===== src/rtl/gf2_poly_divider_if.sv =====
// Request/result bundle for the GF(2) polynomial divider.
// The master drives the operands and start; the slave returns status and results.
interface gf2_poly_divider_if;
  logic       start;
  logic [7:0] in1;
  logic [7:0] in2;
  logic       busy;
  logic       done;
  logic [7:0] out1;
  logic [7:0] out2;
  logic [3:0] rem_deg;
  logic       div_zero;

  modport master (output start, in1, in2,
                  input  busy, done, out1, out2, rem_deg, div_zero);
  modport slave  (input  start, in1, in2,
                  output busy, done, out1, out2, rem_deg, div_zero);
endinterface


===== src/rtl/gf2_poly_divider.sv =====
// Sequential GF(2) polynomial long division (8-bit operands), one quotient bit per clock
// from x^7 down to x^0; fixed 8-cycle latency from start to done.
module gf2_poly_divider (
  input  logic              clk,
  input  logic              rst_n,
  gf2_poly_divider_if.slave bus
);

  localparam logic [0:0] S_IDLE = 1'b0;
  localparam logic [0:0] S_RUN  = 1'b1;

  logic [0:0] state;
  logic [7:0] rem_q;
  logic [7:0] div_q;
  logic [7:0] quo_q;
  logic [3:0] deg_q;
  logic [2:0] step_q;
  logic [7:0] out1_q;
  logic [7:0] out2_q;
  logic       done_q;
  logic       div_zero_q;

  logic [7:0] rem_next;
  logic [7:0] quo_next;
  logic [4:0] pos;

  function automatic logic [3:0] lead_one(input logic [14:0] v);
    lead_one = '1;
    for (int unsigned k = 0; k < 15; k++)
      if (v[k]) lead_one = k[3:0];
  endfunction

  // A zero divisor has degree 4'hF, so pos never falls in 0..7 and no step fires.
  always_comb begin
    rem_next = rem_q;
    quo_next = quo_q;
    pos      = {1'b0, deg_q} + {2'b00, step_q};
    if (pos <= 5'd7 && rem_q[pos[2:0]]) begin
      rem_next         = rem_q ^ (div_q << step_q);
      quo_next[step_q] = 1'b1;
    end
  end

  always_ff @(posedge clk or negedge rst_n) begin
    if (!rst_n) begin
      state      <= S_IDLE;
      rem_q      <= '0;
      div_q      <= '0;
      quo_q      <= '0;
      deg_q      <= '1;
      step_q     <= '0;
      out1_q     <= '0;
      out2_q     <= '0;
      done_q     <= 1'b0;
      div_zero_q <= 1'b0;
    end else begin
      done_q <= 1'b0;
      case (state)
        S_IDLE: begin
          if (bus.start) begin
            rem_q  <= bus.in1;
            div_q  <= bus.in2;
            quo_q  <= '0;
            deg_q  <= lead_one({7'b0, bus.in2});
            step_q <= 3'd7;
            state  <= S_RUN;
          end
        end
        S_RUN: begin
          rem_q  <= rem_next;
          quo_q  <= quo_next;
          step_q <= step_q - 3'd1;
          if (step_q == 3'd0) begin
            state      <= S_IDLE;
            out1_q     <= quo_next;
            out2_q     <= rem_next;
            div_zero_q <= (deg_q == 4'hF);
            done_q     <= 1'b1;
          end
        end
        default: state <= S_IDLE;
      endcase
    end
  end

  assign bus.busy     = (state == S_RUN);
  assign bus.done     = done_q;
  assign bus.out1     = out1_q;
  assign bus.out2     = out2_q;
  assign bus.rem_deg  = lead_one({7'b0, out2_q});
  assign bus.div_zero = div_zero_q;

endmodule


===== src/flat_wrapper.sv =====
// flat-port wrapper written by rule: the top's interface ports become plain ports
module gf2_poly_divider_flat 
  (clk, rst_n, bus_start, bus_in1, bus_in2, bus_busy, bus_done, bus_out1, bus_out2, bus_rem_deg, bus_div_zero);
  gf2_poly_divider_if bus_i ();
  input  logic clk;
  input  logic rst_n;
  input wire logic [$bits(bus_i.start)-1:0] bus_start;
  input wire logic [$bits(bus_i.in1)-1:0] bus_in1;
  input wire logic [$bits(bus_i.in2)-1:0] bus_in2;
  output wire logic [$bits(bus_i.busy)-1:0] bus_busy;
  output wire logic [$bits(bus_i.done)-1:0] bus_done;
  output wire logic [$bits(bus_i.out1)-1:0] bus_out1;
  output wire logic [$bits(bus_i.out2)-1:0] bus_out2;
  output wire logic [$bits(bus_i.rem_deg)-1:0] bus_rem_deg;
  output wire logic [$bits(bus_i.div_zero)-1:0] bus_div_zero;
  assign bus_i.start = bus_start;
  assign bus_i.in1 = bus_in1;
  assign bus_i.in2 = bus_in2;
  assign bus_busy = bus_i.busy;
  assign bus_done = bus_i.done;
  assign bus_out1 = bus_i.out1;
  assign bus_out2 = bus_i.out2;
  assign bus_rem_deg = bus_i.rem_deg;
  assign bus_div_zero = bus_i.div_zero;
  gf2_poly_divider u_core (.clk(clk), .rst_n(rst_n), .bus(bus_i));
endmodule

===== config.mk =====
export PLATFORM = sky130hd
export DESIGN_NAME = gf2_poly_divider_flat
export DESIGN_NICKNAME = d
export VERILOG_FILES = /design/src/rtl/gf2_poly_divider_if.sv /design/src/rtl/gf2_poly_divider.sv /design/src/flat_wrapper.sv
export SDC_FILE = /design/constraint.sdc
export NUM_CORES = 1
export LEC_CHECK = 0
export CAP_MARGIN = 20
export CORE_AREA = 3 3 102 65
export CTS_CLUSTER_DIAMETER = 80
export DETAILED_ROUTE_END_ITERATION = 6
export DIE_AREA = 0 0 105 68
export PLACE_DENSITY = 0.75
export SYNTH_ARGS = -nofsm -noshare
export SYNTH_HDL_FRONTEND = slang
export SYNTH_SLANG_ARGS = --single-unit

===== constraint.sdc =====
create_clock -name clk -period 2.6 [get_ports clk]
set_clock_uncertainty 0.1 [all_clocks]
set_input_delay 0.78 -clock clk [delete_from_list [all_inputs] [get_ports clk]]
set_output_delay 0.78 -clock clk [all_outputs]
set_load 0.02 [all_outputs]

* Word level (Yosys, flattened, before mapping) *
Cells that the tools add are included.
W data, S select, Z words.

word-level totals
  flip-flop bits (word level) = 50
  bits of input ports = 19
  output and inout bits = 23

cells by class
  add/sub/neg operators = 2
  order comparisons = 4
  equal/unequal tests = 2
  shifts and indexed selects = 1
  multiplexer cells = 33
  bitwise logic cells = 3
  reductions and logical operators = 5

operators by type and width
  operator               count
  $mux W4                16
  $mux W8                4
  $pmux W8 S2            2
  $lt A3 B4 Y1 const B   2
  $or A8 B8 Y8           1
  $shl A8 B3 Y8          1
  $xor A8 B8 Y8          1
  $mux W1                6
  $pmux W3 S2            1
  $add A4 B3 Y5          1
  $le A5 B3 Y1 const B   1
  $eq A4 B4 Y1 const B   1
  $reduce_and A2 Y1      2
  $bmux W1 S3            1
  $demux W1 S3           1
  $ge A3 B1 Y1 const B   1
  $logic_not A3 Y1       1
  $mux W3                1
  $sub A3 B1 Y3 const B  1
  $logic_and A1 B1 Y1    2
  $ne A2 B2 Y1 const B   1
  $pmux W1 S2            1
  $not A1 Y1             1

* Logic depth before layout (Yosys ltp) *
  word-level depth = 8
  gate-level depth with buffers = 9
  depth with buffers taken out = 8

* Least setup slack after synthesis *
No wires, ideal clock.

  path kind = register -> register
  start = register u_core.step_q[1]
  end = register u_core.rem_q[5]
  setup time = 125 ps
  arrival time = 2,348 ps
  setup slack = 27 ps
  stages on the path, launching flop included = 10
  path buffers = 2
  clock period less this slack = 2,573 ps
  cells stage by stage = dfrtp_1 buf_2 inv_1 fa_1 mux4_2 mux2i_4 a21o_2 buf_2 o21ai_0 nor3b_1

on the way
  word-level cells in the longest chain between the ends = 6
  elaborated cells on any way between the ends = 9
  those cells by class = add/sub (1); order compare (1); shift (1); mux (4); bitwise (1); reduce/logical (1)

RTL lines
  what                           line                    source
  start: declaration             gf2_poly_divider.sv:17  logic [2:0] step_q;
  start signal: assignment       gf2_poly_divider.sv:72  step_q <= step_q - 3'd1;
  $add A4 B3 Y5                  gf2_poly_divider.sv:37  pos = {1'b0, deg_q} + {2'b00, step_q};
  $bmux W1 S3                    gf2_poly_divider.sv:38  if (pos <= 5'd7 && rem_q[pos[2:0]]) begin
  $mux W1 (not written as such)  gf2_poly_divider.sv:38
  $logic_and A1 B1 Y1            gf2_poly_divider.sv:38
  $mux W8 (*)                    gf2_poly_divider.sv:38
  $pmux W8 S2 (*)                gf2_poly_divider.sv:58  case (state)
  end signal: assignment         gf2_poly_divider.sv:61  rem_q <= bus.in1;
  end signal: assignment         gf2_poly_divider.sv:70  rem_q <= rem_next;
  end: declaration               gf2_poly_divider.sv:13  logic [7:0] rem_q;

Every way passes the cells marked *; elsewhere a longest branch is shown, timed or not. The select of a mux whose other input is x is not followed.
A chain may end at the register's enable or synchronous reset.

* Final worst setup path *
  start = register u_core.deg_q[0]
  end = register u_core.rem_q[1]

on the way
  word-level cells in the longest chain between the ends = 6
  elaborated cells on any way between the ends = 7
  those cells by class = add/sub (1); order compare (1); mux (4); reduce/logical (1)

RTL lines
  what                           line                    source
  start: declaration             gf2_poly_divider.sv:16  logic [3:0] deg_q;
  start signal: assignment       gf2_poly_divider.sv:64  deg_q <= lead_one({7'b0, bus.in2});
  $add A4 B3 Y5 (*)              gf2_poly_divider.sv:37
  $bmux W1 S3                    gf2_poly_divider.sv:38
  $mux W1 (not written as such)  gf2_poly_divider.sv:38
  $logic_and A1 B1 Y1 (*)        gf2_poly_divider.sv:38
  $mux W8 (*)                    gf2_poly_divider.sv:38
  $pmux W8 S2 (*)                gf2_poly_divider.sv:58

Marks and branches as above.

==> metrics.txt <==
status=finished with violations; failing checks=negative setup slack; gr ovfl total=0; most frequent cells in the layout=nand2_1 (66), dfrtp_1 (46), clkdlybuf4s50_1 (36), nor2_1 (21), buf_4 (15); Critical Path Source Type=flip-flop; Pwr Total=approximately 5.4 mW; final hold slack=about 0.35 ns; DRT iter0 DRCs=171; gp weighted congestion=a little under 0.9; Post-Route WL=about 7400 µm; Crit-path slowest cell=dfstp_2; Mean Syn Cell Area=approximately 8.9 µm²; DRC=0; sequential share of the synthesized area=0.449; chip height=approximately 70 µm; Synth cell types=49; slew margin rel.=0.541; Final Hold Fails=0; Diodes inserted=0; Synth Cell Area=roughly 0.0028 mm²; CP max stage delay=0.57 ns; Cell Chain, Critical Path=ha_4 -> inv_2 -> fa_1 -> mux4_2 -> mux2i_4 -> buf_6 -> a211oi_2 -> mux2i_1 -> a221o_1; Nets=between 300 and 400; YS warnings=0; DRT Pass-1 Iters=6; TritonCTS clock tree=done; Yosys reg bits=50; clock slew at reported path FFs=around 0.1 ns; Fmax=approximately 0.37 GHz; crit path DAT=approximately 2.8 ns; Hold Path Class=in -> async; Antenna Nets Post-Route=0; share of flip-flops with an asynchronous set or reset=1.00; Post-synth EDFFs=0; crit end category=flip-flop; Yosys top cell by area=dfrtp_1; final setup fails=8; reg2reg end=u_core.rem_q[1]; drt via density=between 5 and 6; share of layout cells above drive strength 1=0.189; DP Wirelength=around 5300 µm; placed cell count=approximately 440; Layout Cells excl Fill=445; clock sink count=50; pins over their slew limit=0; Area Growth Syn to Fin=31.3%; clock tree root buffer cell=clkbuf_8; WL/cell=16.5 µm; max_cap viols=0; clock latency on the worst-skew pair=0.32 ns; Num CTS Buffers=5; Setup WS pre-CTS=-0.0538 ns; vias=approximately 2500; initial antenna violation count=0; top_reg_cell synth=dfrtp_1; Tot GR Track Use=0.212; fin crit share=1.03; core box area=0.00562 mm²; RSZ-0062 raised after global routing=true; top cells by area, synth=dfrtp_1 (41%), nand2_1 (9.1%), dfstp_2 (3.8%), a21oi_1 (2.9%), nor2_1 (2.8%); worst setup margin=-0.0828 ns; pin count of the biggest net entering global routing=30; Setup CP Type=reg -> reg; # IOs=42; Worst R2R Setup Slack=-0.08 ns; Synth Net Count=339; Clock Path Buffers=2; most common cell after layout, fill and taps aside=nand2_1; Cells after Synth=314; Reg2Reg Depth=9; WP data required=between 2 and 3 ns; Power Density=1480 mW/mm²; maximum net fanout on the critical path=4; cell row count=21; htree depth=2; vias in the first global route=2356; worst r2r src=u_core.deg_q[0]; Die Area=~0.0071 mm²; delay-heaviest family, CP=multiplexers; P_leak=between 1.5 and 2 nW; first-pass GRT wire length=between 10000 and 15000 µm; Initial Utilization=0.498; Worst Tran Pin Value=just under 0.7 ns; # port buffers=41; Synth top area share=0.411; die width=105 µm; post-layout util=0.654; crit path buf inv count=2; cts hold-fix bufs=0; Max IR drop VDD=just under 0.0006 V; Final min period=2.68 ns
sequential cells by signal, summed over array words and instances (netlist names):
name	cells
u_core.rem_q	8
u_core.bus.out1	8
u_core.quo_q	8
u_core.bus.busy	1
u_core.deg_q	4
u_core.step_q	3
u_core.bus.div_zero	1
u_core.div_q	8
u_core.bus.out2	8
u_core.bus.done	1
layer usage:
metal	vias to the layer above	wire length, µm	track usage
met5	-	0	0
met4	0	56	0.0556
met3	8	612	0.0377
met2	108	3130	0.323
met1	1224	3550	0.315
li1	1200	-	-
logic make-up (layout without fill, tap and decap cells):
family	after synthesis	in the layout	synth area share
AOI/OAI and AO/OA	69	69	0.159
xor gates and xnor gates	4	4	0.0125
adders and majority gates	6	6	0.0295
buffers and inverters	28	79	0.0398
DFF	50	50	0.449
muxes	14	14	0.0697
and+or+nand+nor	143	143	0.241
timing repair:
| item | CTS | global route |
|---|---|---|
| resized for setup | 11 | 28 |
| cloned | 0 | 1 |
| setup buffers | 1 | 0 |
| hold endpoints to repair | 0 | 0 |
| endpoints found under the setup margin | 21 | 27 |
| pin swaps | 1 | 7 |
area by class of cell:
cell class / instances / area (µm²)
well taps: 80 / 100
multi-input cells: 236 / 1580
repair buffers: 61 / 582
inverters: 10 / 37.5
fillers: 504 / 1950
flip-flops and latches: 50 / 1260
clock buffers: 5 / 68.8
clock inverters: 3 / 48.8
through the flow:
step	setup TNS [ns]	area [µm²]
2_1_floorplan	0	2800
3_3_place_gp	0	3390
3_5_place_dp	-0.263	3390
4_1_cts	-0.155	3540
5_1_grt	-1.79	3680
6_report	-0.258	3680
synth_stat cells (2+ instances only):
cell / count
and3_1: 3
o21ai_0: 3
nor2_1: 21
o22ai_1: 5
nor4_1: 3
inv_2: 2
o211a_1: 2
nand2b_1: 10
or4_1: 4
nand2_1: 68
clkbuf_1: 12
a211oi_2: 2
nor2b_1: 6
nor3b_1: 3
dfstp_2: 4
a221o_1: 2
buf_2: 5
mux4_2: 3
nand3b_1: 2
nand3_1: 5
nor3_1: 12
o21bai_1: 2
inv_1: 8
o21ai_1: 15
a21oi_1: 16
a31oi_1: 6
ha_1: 5
a211oi_1: 5
mux2_2: 3
dfrtp_1: 46
mux2i_1: 6
o211ai_1: 5
xnor2_1: 4
power breakdown:
group / internal (mW) / leakage, nW / total, mW / switching, mW
Sequential: 1.15 / 0.602 / 1.50 / 0.351
Clock: 0.293 / 0.0563 / 0.577 / 0.284
Combinational: 1.52 / 0.933 / 3.37 / 1.84
Total: 2.96 / 1.59 / 5.44 / 2.48
worst max-delay path by stage:
stage                           startpoint                  to  cells after the start
after detailed placement   u_core.deg_q[0]  u_core.bus.out2[2]                      8
after global placement     u_core.deg_q[0]  u_core.bus.out2[2]                      8
after CTS                  u_core.deg_q[0]     u_core.rem_q[0]                      9
after floorplan           u_core.step_q[1]     u_core.rem_q[5]                      9
final                      u_core.deg_q[0]     u_core.rem_q[1]                      9
after global routing       u_core.deg_q[0]  u_core.bus.out2[0]                      9
Note: power is estimated with default switching activity, not from simulation.
